==> src/rtl/vga_portb_arbiter_pkg.sv <==
// Shared types and defaults for the RAM port-B arbiter between VGA scan-out and the host link.
package portb_arb_pkg;

    localparam int unsigned ADDR_W_DEF   = 32'd12;
    localparam int unsigned DATA_W_DEF   = 32'd16;
    localparam int unsigned MAX_WAIT_DEF = 32'd4;
    localparam logic [11:0] PROT_TOP_DEF = 12'h100;

    // Grant tag; the host grants are split so a read can be told apart one cycle later.
    typedef enum logic [1:0] {
        GNT_NONE    = 2'd0,
        GNT_VGA     = 2'd1,
        GNT_HOST_RD = 2'd2,
        GNT_HOST_WR = 2'd3
    } gnt_e;

    function automatic logic is_host_gnt(input gnt_e gnt);
        return (gnt == GNT_HOST_RD) || (gnt == GNT_HOST_WR);
    endfunction

endpackage

==> src/rtl/vga_portb_arbiter_wait_counter.sv <==
// Saturating count of consecutive cycles the host has been refused port B.
module arb_wait_counter #(
    parameter int unsigned MAX   = 32'd4,
    parameter int unsigned CNT_W = 32'd4
) (
    input  logic             clock,
    input  logic             Reset,
    input  logic             inc,
    input  logic             clr,
    output logic             sat,
    output logic [CNT_W-1:0] cnt
);

    localparam logic [CNT_W-1:0] MAX_C = CNT_W'(MAX);

    logic [CNT_W-1:0] cnt_q;
    logic [CNT_W-1:0] cnt_d;

    // Next count: clear wins over increment, increment stops at MAX.
    always_comb begin
        cnt_d = cnt_q;
        if (clr) begin
            cnt_d = '0;
        end else if (inc && (cnt_q != MAX_C)) begin
            cnt_d = cnt_q + {{(CNT_W-1){1'b0}}, 1'b1};
        end else begin
            cnt_d = cnt_q;
        end
    end

    // Count register.
    always_ff @(posedge clock or negedge Reset) begin
        if (!Reset) begin
            cnt_q <= '0;
        end else begin
            cnt_q <= cnt_d;
        end
    end

    assign sat = (cnt_q == MAX_C);
    assign cnt = cnt_q;

endmodule

==> src/rtl/vga_portb_arbiter.sv <==
// Port-B arbiter: VGA reads have fixed priority, the host is forced through after MAX_WAIT
// refused cycles, and host writes below PROT_TOP are acknowledged but never reach the RAM.
module vga_portb_arbiter
    import portb_arb_pkg::*;
#(
    parameter int unsigned        ADDR_W   = ADDR_W_DEF,
    parameter int unsigned        DATA_W   = DATA_W_DEF,
    parameter int unsigned        MAX_WAIT = MAX_WAIT_DEF,
    parameter logic [ADDR_W-1:0]  PROT_TOP = ADDR_W'(PROT_TOP_DEF)
) (
    input  logic              clock,
    input  logic              Reset,
    input  logic              vga_req,
    input  logic [ADDR_W-1:0] vga_addr,
    output logic              vga_valid,
    output logic              vga_miss,
    output logic [DATA_W-1:0] vga_rdata,
    input  logic              host_req,
    input  logic              host_we,
    input  logic [ADDR_W-1:0] host_addr,
    input  logic [DATA_W-1:0] host_wdata,
    output logic              host_ack,
    output logic              host_rvalid,
    output logic              host_err,
    output logic [DATA_W-1:0] host_rdata,
    output logic [ADDR_W-1:0] ram_addr,
    output logic [DATA_W-1:0] ram_wdata,
    output logic              ram_we,
    input  logic [DATA_W-1:0] ram_q
);

    gnt_e              gnt_s;
    logic              force_host_s;
    logic              host_gnt_s;
    logic              prot_hit_s;
    logic              wait_sat_s;
    logic [3:0]        wait_cnt_s;
    logic [ADDR_W-1:0] ram_addr_s;
    logic [DATA_W-1:0] ram_wdata_s;
    logic              ram_we_s;

    gnt_e              last_gnt_q, last_gnt_d;
    logic              miss_q, miss_d;
    logic              err_q, err_d;
    logic [ADDR_W-1:0] addr_q, addr_d;

    arb_wait_counter #(
        .MAX   (MAX_WAIT),
        .CNT_W (32'd4)
    ) u_wait (
        .clock (clock),
        .Reset (Reset),
        .inc   (host_req && !host_gnt_s),
        .clr   (host_gnt_s),
        .sat   (wait_sat_s),
        .cnt   (wait_cnt_s)
    );

    assign force_host_s = host_req && wait_sat_s;
    assign prot_hit_s   = (host_addr < PROT_TOP);
    assign host_gnt_s   = is_host_gnt(gnt_s);

    // Grant decision; held at NONE while Reset is low so nothing reaches the RAM.
    always_comb begin
        gnt_s = GNT_NONE;
        if (!Reset) begin
            gnt_s = GNT_NONE;
        end else if (force_host_s || (host_req && !vga_req)) begin
            gnt_s = host_we ? GNT_HOST_WR : GNT_HOST_RD;
        end else if (vga_req) begin
            gnt_s = GNT_VGA;
        end else begin
            gnt_s = GNT_NONE;
        end
    end

    // Port-B drive; an idle cycle keeps presenting the last granted address.
    always_comb begin
        ram_addr_s  = addr_q;
        ram_wdata_s = '0;
        ram_we_s    = 1'b0;
        case (gnt_s)
            GNT_VGA: begin
                ram_addr_s = vga_addr;
            end
            GNT_HOST_RD: begin
                ram_addr_s  = host_addr;
                ram_wdata_s = host_wdata;
            end
            GNT_HOST_WR: begin
                ram_addr_s  = host_addr;
                ram_wdata_s = host_wdata;
                ram_we_s    = !prot_hit_s;
            end
            GNT_NONE: begin
                ram_addr_s = addr_q;
            end
            default: begin
                ram_addr_s = addr_q;
            end
        endcase
    end

    // Next state of the per-cycle tag and the one-cycle-late status flags.
    always_comb begin
        last_gnt_d = gnt_s;
        miss_d     = vga_req && force_host_s;
        err_d      = (gnt_s == GNT_HOST_WR) && prot_hit_s;
        addr_d     = (gnt_s == GNT_NONE) ? addr_q : ram_addr_s;
    end

    // Tag and status registers; async clear cancels any pending valid/err.
    always_ff @(posedge clock or negedge Reset) begin
        if (!Reset) begin
            last_gnt_q <= GNT_NONE;
            miss_q     <= 1'b0;
            err_q      <= 1'b0;
            addr_q     <= '0;
        end else begin
            last_gnt_q <= last_gnt_d;
            miss_q     <= miss_d;
            err_q      <= err_d;
            addr_q     <= addr_d;
        end
    end

    assign ram_addr    = ram_addr_s;
    assign ram_wdata   = ram_wdata_s;
    assign ram_we      = ram_we_s;
    assign host_ack    = host_gnt_s;
    assign vga_valid   = (last_gnt_q == GNT_VGA);
    assign host_rvalid = (last_gnt_q == GNT_HOST_RD);
    assign vga_miss    = miss_q;
    assign host_err    = err_q;
    assign vga_rdata   = ram_q;
    assign host_rdata  = ram_q;

endmodule

==> config.mk <==
export PLATFORM = sky130hd
export DESIGN_NAME = vga_portb_arbiter
export DESIGN_NICKNAME = d
export VERILOG_FILES = /design/src/rtl/vga_portb_arbiter_pkg.sv /design/src/rtl/vga_portb_arbiter_wait_counter.sv /design/src/rtl/vga_portb_arbiter.sv
export SDC_FILE = /design/constraint.sdc
export NUM_CORES = 1
export LEC_CHECK = 0
export CAP_MARGIN = 20
export CORE_ASPECT_RATIO = 0.8
export CORE_UTILIZATION = 34
export CTS_CLUSTER_SIZE = 20
export DETAILED_ROUTE_END_ITERATION = 8
export GPL_TIMING_DRIVEN = 0
export PLACE_DENSITY_LB_ADDON = 0.3
export SYNTH_ARGS = -nofsm -noshare
export SYNTH_HDL_FRONTEND = slang
export SYNTH_SLANG_ARGS = --single-unit
==> constraint.sdc <==
create_clock -name clock -period 2.4 [get_ports clock]
set_input_delay 0.24 -clock clock [delete_from_list [all_inputs] [get_ports clock]]
set_output_delay 0.24 -clock clock [all_outputs]
set_load 0.03 [all_outputs]
* Word level (Yosys, flattened, before mapping) *
Cells that the tools add are included.

storage, ports and cells
  flip-flop bits (word level) = 20
  input bits = 61
  output and inout port bits = 66

cells by class
  add/sub/neg operators = 1
  $lt $le $gt $ge = 1
  equality and inequality tests = 7
  mux-type cells = 9
  reductions and logical operators = 14

operators by type and width
  cell                                                                           number
  12-bit case mux with 3 select lines                                            1
  16-bit 2-to-1 mux                                                              1
  12-bit by 9-bit less-than comparator with 1-bit output, second input constant  1
  4-bit 2-to-1 mux                                                               2
  2-bit equality test, second input constant                                     3
  1-bit logical AND                                                              6
  4-bit by 1-bit adder with 4-bit output, second input constant                  1
  2-bit by 1-bit equality test with 1-bit output, second input constant          2
  4-bit by 3-bit equality test with 1-bit output, second input constant          1
  2-bit 2-to-1 mux                                                               2
  4-bit by 3-bit inequality test with 1-bit output, second input constant        1
  1-bit zero test                                                                3
  1-bit 2-to-1 mux                                                               3
  2-bit zero test                                                                1
  1-bit logical OR                                                               2
  2-bit nonzero test                                                             1
  2-bit OR reduction                                                             1

* Longest topological paths before layout *
Gate-level depths: netlist of the first run.

  depth after elaboration = 12
  gate-level depth with buffers = 8

* Cells and area by module *
From an unflattened synthesis of the first run, not the netlist that was laid out.

second synthesis, totals
  cells, all modules = 149
  area total of the unflattened synthesis = 1475.2 µm²

by module, submodules not included
  module             instances  cells each  area each (µm²)
  vga_portb_arbiter  1          125         1241.2
  arb_wait_counter   1          24          234.0

* Least setup slack after synthesis of the first run *
No wires, ideal clock.

  path kind = reg-to-output
  start point = reg u_wait.cnt_q[0], in the netlist u_wait.cnt[0]
  end point = out ram_addr[0]
  arrival time = 1.824 ns
  required time = 2.160 ns
  setup slack = 0.336 ns
  cell stages (with the launch flop) = 9
  cells stage by stage = dfrtp_1 inv_1 ha_1 nand4b_1 a31o_1 buf_6 buf_12 mux2i_1 a21oi_1

on the way
  word-level cells in the longest chain between the ends = 8
  elaborated cells between the ends (all ways) = 11
  those cells by class = eq/ne (4); mux (3); reduce/logical (4)

ends and longest elaborated chain
  what                                                RTL line                              source
  start: declaration                                  vga_portb_arbiter_wait_counter.sv:16  logic [CNT_W-1:0] cnt_q;
  start signal: assignment                            vga_portb_arbiter_wait_counter.sv:36  cnt_q <= cnt_d;
  4-bit by 3-bit equality test with 1-bit output (*)  vga_portb_arbiter_wait_counter.sv:40  assign sat = (cnt_q == MAX_C);
  1-bit logical AND (*)                               vga_portb_arbiter.sv:59               assign force_host_s = host_req && wait_sat_s;
  1-bit logical OR (*)                                vga_portb_arbiter.sv:68               end else if (force_host_s || (host_req && !vga_req)) begin
  2-bit 2-to-1 mux (*)                                vga_portb_arbiter.sv:68
  2-bit 2-to-1 mux (*)                                vga_portb_arbiter.sv:66               if (!Reset) begin
  via gnt_s[0]                                        vga_portb_arbiter.sv:32               gnt_e gnt_s;
  2-bit equality test                                 vga_portb_arbiter.sv:82               case (gnt_s)
  2-bit OR reduction (no source line)                 -
  12-bit case mux with 3 select lines (*)             vga_portb_arbiter.sv:82
  end: declaration                                    vga_portb_arbiter.sv:26               output logic [ADDR_W-1:0] ram_addr,

Mark *: on every way through the listed nets, which the timed path passes. The rest lies on a longest branch.

* Worst setup path after layout of the first run *
  start point = reg u_wait.cnt_q[0], in the netlist u_wait.cnt[0]
  end point = out ram_addr[9]

Same word-level chain as after synthesis.

==> results by group, run 1 <==
Status
  – Status: complete, no violations

Routing
  – Via count: between 1,500 and 2,000
  – DR WL/cell: roughly 12 um
  – Drt pass-1 iters: 4
  – Vias per std cell: 4.60
  – DRT Wirelength: between 4 and 5 mm
  – Routed Antenna Nets: 0
  – Detailed Route Iter0 Violations: 70
  – DR DRC count: 0

Place
  – Detailed placement HPWL: 3.37 mm
  – Post-Place Worst Slack: -1.14 ns
  – Placer Congestion: 0.760
  – I/O Buffers: 110

STA
  – Fin Hold WS: 0.369 ns
  – Worst clock skew: 0.00420 ns
  – Final Hold Vio Count: 0
  – Measured slew at the worst slew-check pin: 0.930 ns
  – Min Tclk post-route: roughly 2.3 ns
  – Slew headroom: 37.8%
  – Final worst slack: 0.0908 ns
  – F_max: 0.433 GHz
  – Max-slew violation count: 0
  – Final period util: between 90% and 100%
  – # setup viols final: 0
  – RSZ-0062 raised after global routing: false

Logic synthesis
  – Post-Syn Area: around 0.0014 sq mm
  – Avg Inst Size Synth: 8.96 sq um
  – Seq cells post-synth: 20
  – Post-synth cell types: 29
  – Post-synth EDFFs: 0
  – Synthesized instance count: 160
  – Yosys warns: 0
  – Net Count, Synth: 223
  – FFs w/ async S/R, synth: 100%
  – Post-synthesis sequential area ratio: 34.9%
  – Predominant post-synthesis flop cell: dfrtp_1

Worst setup path
  – Worst stage delay on the critical path: 0.40 ns
  – Crit-path cells: inv_1 -> ha_1 -> nand4b_1 -> a31o_1 -> buf_6 -> buf_12 -> mux2i_1 -> a21oi_1 -> buf_2
  – Max Fanout on Critical Path: 10
  – Startpoint Class: register
  – Crit path max-delay cell type: dfrtp_1
  – Critical Path RT: 2.16 ns
  – Critical path data arrival time: just over 2 ns
  – Worst setup EP type: output port
  – Crit path kind: register to output port

Worst hold path
  – Hold Crit Class: primary input to register

Layout
  – Area Overhead vs Synth: 81.8%
  – Antenna fix cells: 0
  – Register area: 500 sq um
  – Layout net count: 341
  – Multi-input logic area: roughly 600 sq um
  – Fill count: 377
  – Share of cells above drive strength 1: 26.4%

Power
  – Net Sw Frac: 36.1%
  – Total power: 1.52 mW
  – Part of the power in the clock network: between 20 and 25%
  – P_sw: 548 uW
  – VDD IR max: 283 uV
  – Logic gate share of total power: 47.2%
  – Pwr Density: 583 mW/mm^2
  – Sequential power share: 30.3%
  – P_leak: 1.30 nW
  – P_int: 970 uW

Clocking
  – Sinks on the clock net: 20
  – Inserted Clock Buffers: 3
  – Clk slew on worst S/H paths: 0.07 ns
  – H-tree levels: 1
  – CTS tree: built
  – CTS max path bufs: 2
  – Clk_lat worst skew: ~0.26 ns
  – Clock Root Buffer: clkbuf_8

Global routing
  – Vias in the first global route: 1,482
  – GRT overflow: 0
  – Largest net degree at the start of global routing: 21
  – GRT Total Usage: between 10% and 20%
  – First-pass GRT wire length: 6.31 mm
  – Initial antenna violation count: 0

Die
  – Ports: 127
  – Die area: 0.00448 sq mm
  – Initial Utilization: 36.5%
  – Die Wd: around 75 um
  – Area of the core region: 0.00393 sq mm
  – Die H: 60.1 um
  – Cell Rows: 20

Job
  – Maxcap violations: 0
==> worst max-delay path, delay by kind of cell (launching register included) <==
kind / cells / cell delay, ns
AO/OA/AOI/OAI: 2 / 0.40
flip-flops: 1 / 0.40
buffers and inverters: 4 / 0.58
multiplexers: 1 / 0.13
adder cells (fa/ha/maj): 1 / 0.20
AND/OR/NAND/NOR: 1 / 0.10
==> path summary, 6_finish.rpt <==
path,startpoint,to,slack (ns),cells past startpoint
setup / recovery,u_wait.cnt[0]$_DFFE_PN0P_,ram_addr[9],0.09,9
max in group asynchronous,Reset,vga_miss$_DFF_PN0_,1.07,2
min in group asynchronous,Reset,last_gnt_q[1]$_DFF_PN0_,0.75,2
setup reg to reg,u_wait.cnt[0]$_DFFE_PN0P_,addr_q[7]$_DFFE_PN0P_,0.66,8
hold / removal,Reset,u_wait.cnt[2]$_DFFE_PN0P_,0.37,3
hold reg to reg,addr_q[9]$_DFFE_PN0P_,addr_q[9]$_DFFE_PN0P_,0.58,2
==> final cells by class <==
class                   count  share of cell area (%)
repair buffers            113                    39.0
multi-input cells          94                    23.3
flip-flops and latches     20                    19.2
plain buffers              40                    12.2
well taps                  55                    2.64
clock buffers               3                    1.58
clock inverters             1                    1.15
inverters                   6                   0.864
==> layer usage <==
metal | GRT usage (%) | vias to the layer above | wire, um
met5 | 0 | - | 0
met2 | 35.9 | 74 | 2170
li1 | - | 757 | -
met1 | 20.4 | 696 | 1620
met4 | 1.62 | 0 | 0
met3 | 6.75 | 0 | 361
==> Yosys cell counts (all sizes together), types with 3 or more instances <==
cell type  number  area [sq um]
buf            37           294
a21oi          26           130
dfrtp          20           500
and3           19           120
nor2           14          52.6
mux2i          12           120
inv             6          22.5
o21ai           3          15.0
==> cell families after synthesis <==
logic type               share of synthesized area [%]
AO/OA/AOI/OAI                                     13.9
adder cells (fa/ha/maj)                           1.74
buffers and inverters                             23.5
flip-flops                                        34.9
multiplexers                                      9.16
AND/OR/NAND/NOR                                   16.8
==> flip-flops by register name (all words and copies together), names as in the netlist <==
register	cells
u_wait.cnt	4
last_gnt_q	2
vga_miss	1
host_err	1
addr_q	12
==> power by group through the flow <==
stage	Combinational, mW	Clock (mW)	Sequential, mW
floorplan	0.453	0	0.456
global placement	0.746	0	0.461
detailed placement	0.759	0	0.466
CTS	0.713	0.348	0.459
global route	0.768	0.369	0.470
finish	0.717	0.341	0.460
==> timing repair <==
action | 4_1_cts | 5_1_grt
endpoints found under the setup margin | 39 | 17
hold buffers | 1 | 0
hold endpoints to repair | 20 | 0
pin swaps | 0 | 2
gates resized for setup | 75 | 33
setup buffers | 2 | 0
==> metrics by stage <==
stage               cells  cell area [sq um]  utilization (%)  TNS [ns]
floorplan             160               1430                -         0
global placement      325               2600             66.3    -29.77
detailed placement    325               2600             66.3    -28.52
CTS                   332               2630             66.9         0
global route          332               2610             66.3         0
finish                332               2610             66.3         0
==> placed cells by master (no fill, tap or decap), drive strengths merged, types with 2 or more instances in the layout <==
cell,Yosys,final
clkdlybuf4s50,0,79
o21ai,3,3
dlygate4sd2,0,9
clkbuf,2,19
buf,37,47
nor2b,2,2
mux2i,12,12
nor2,14,14
nand3,2,2
and3,19,19
a21oi,26,26
nand2,2,2
inv,6,6
ha,2,2
a22o,2,2
dfrtp,20,20
Note: power is estimated with default switching activity, not from simulation.
==> inputs of run 2 (changes only) <==
Settings changed: CAP_MARGIN 20 to 10.
==> results of run 2 <==
Same layout as run 1: the final DEF is identical, and so are final timing and power.
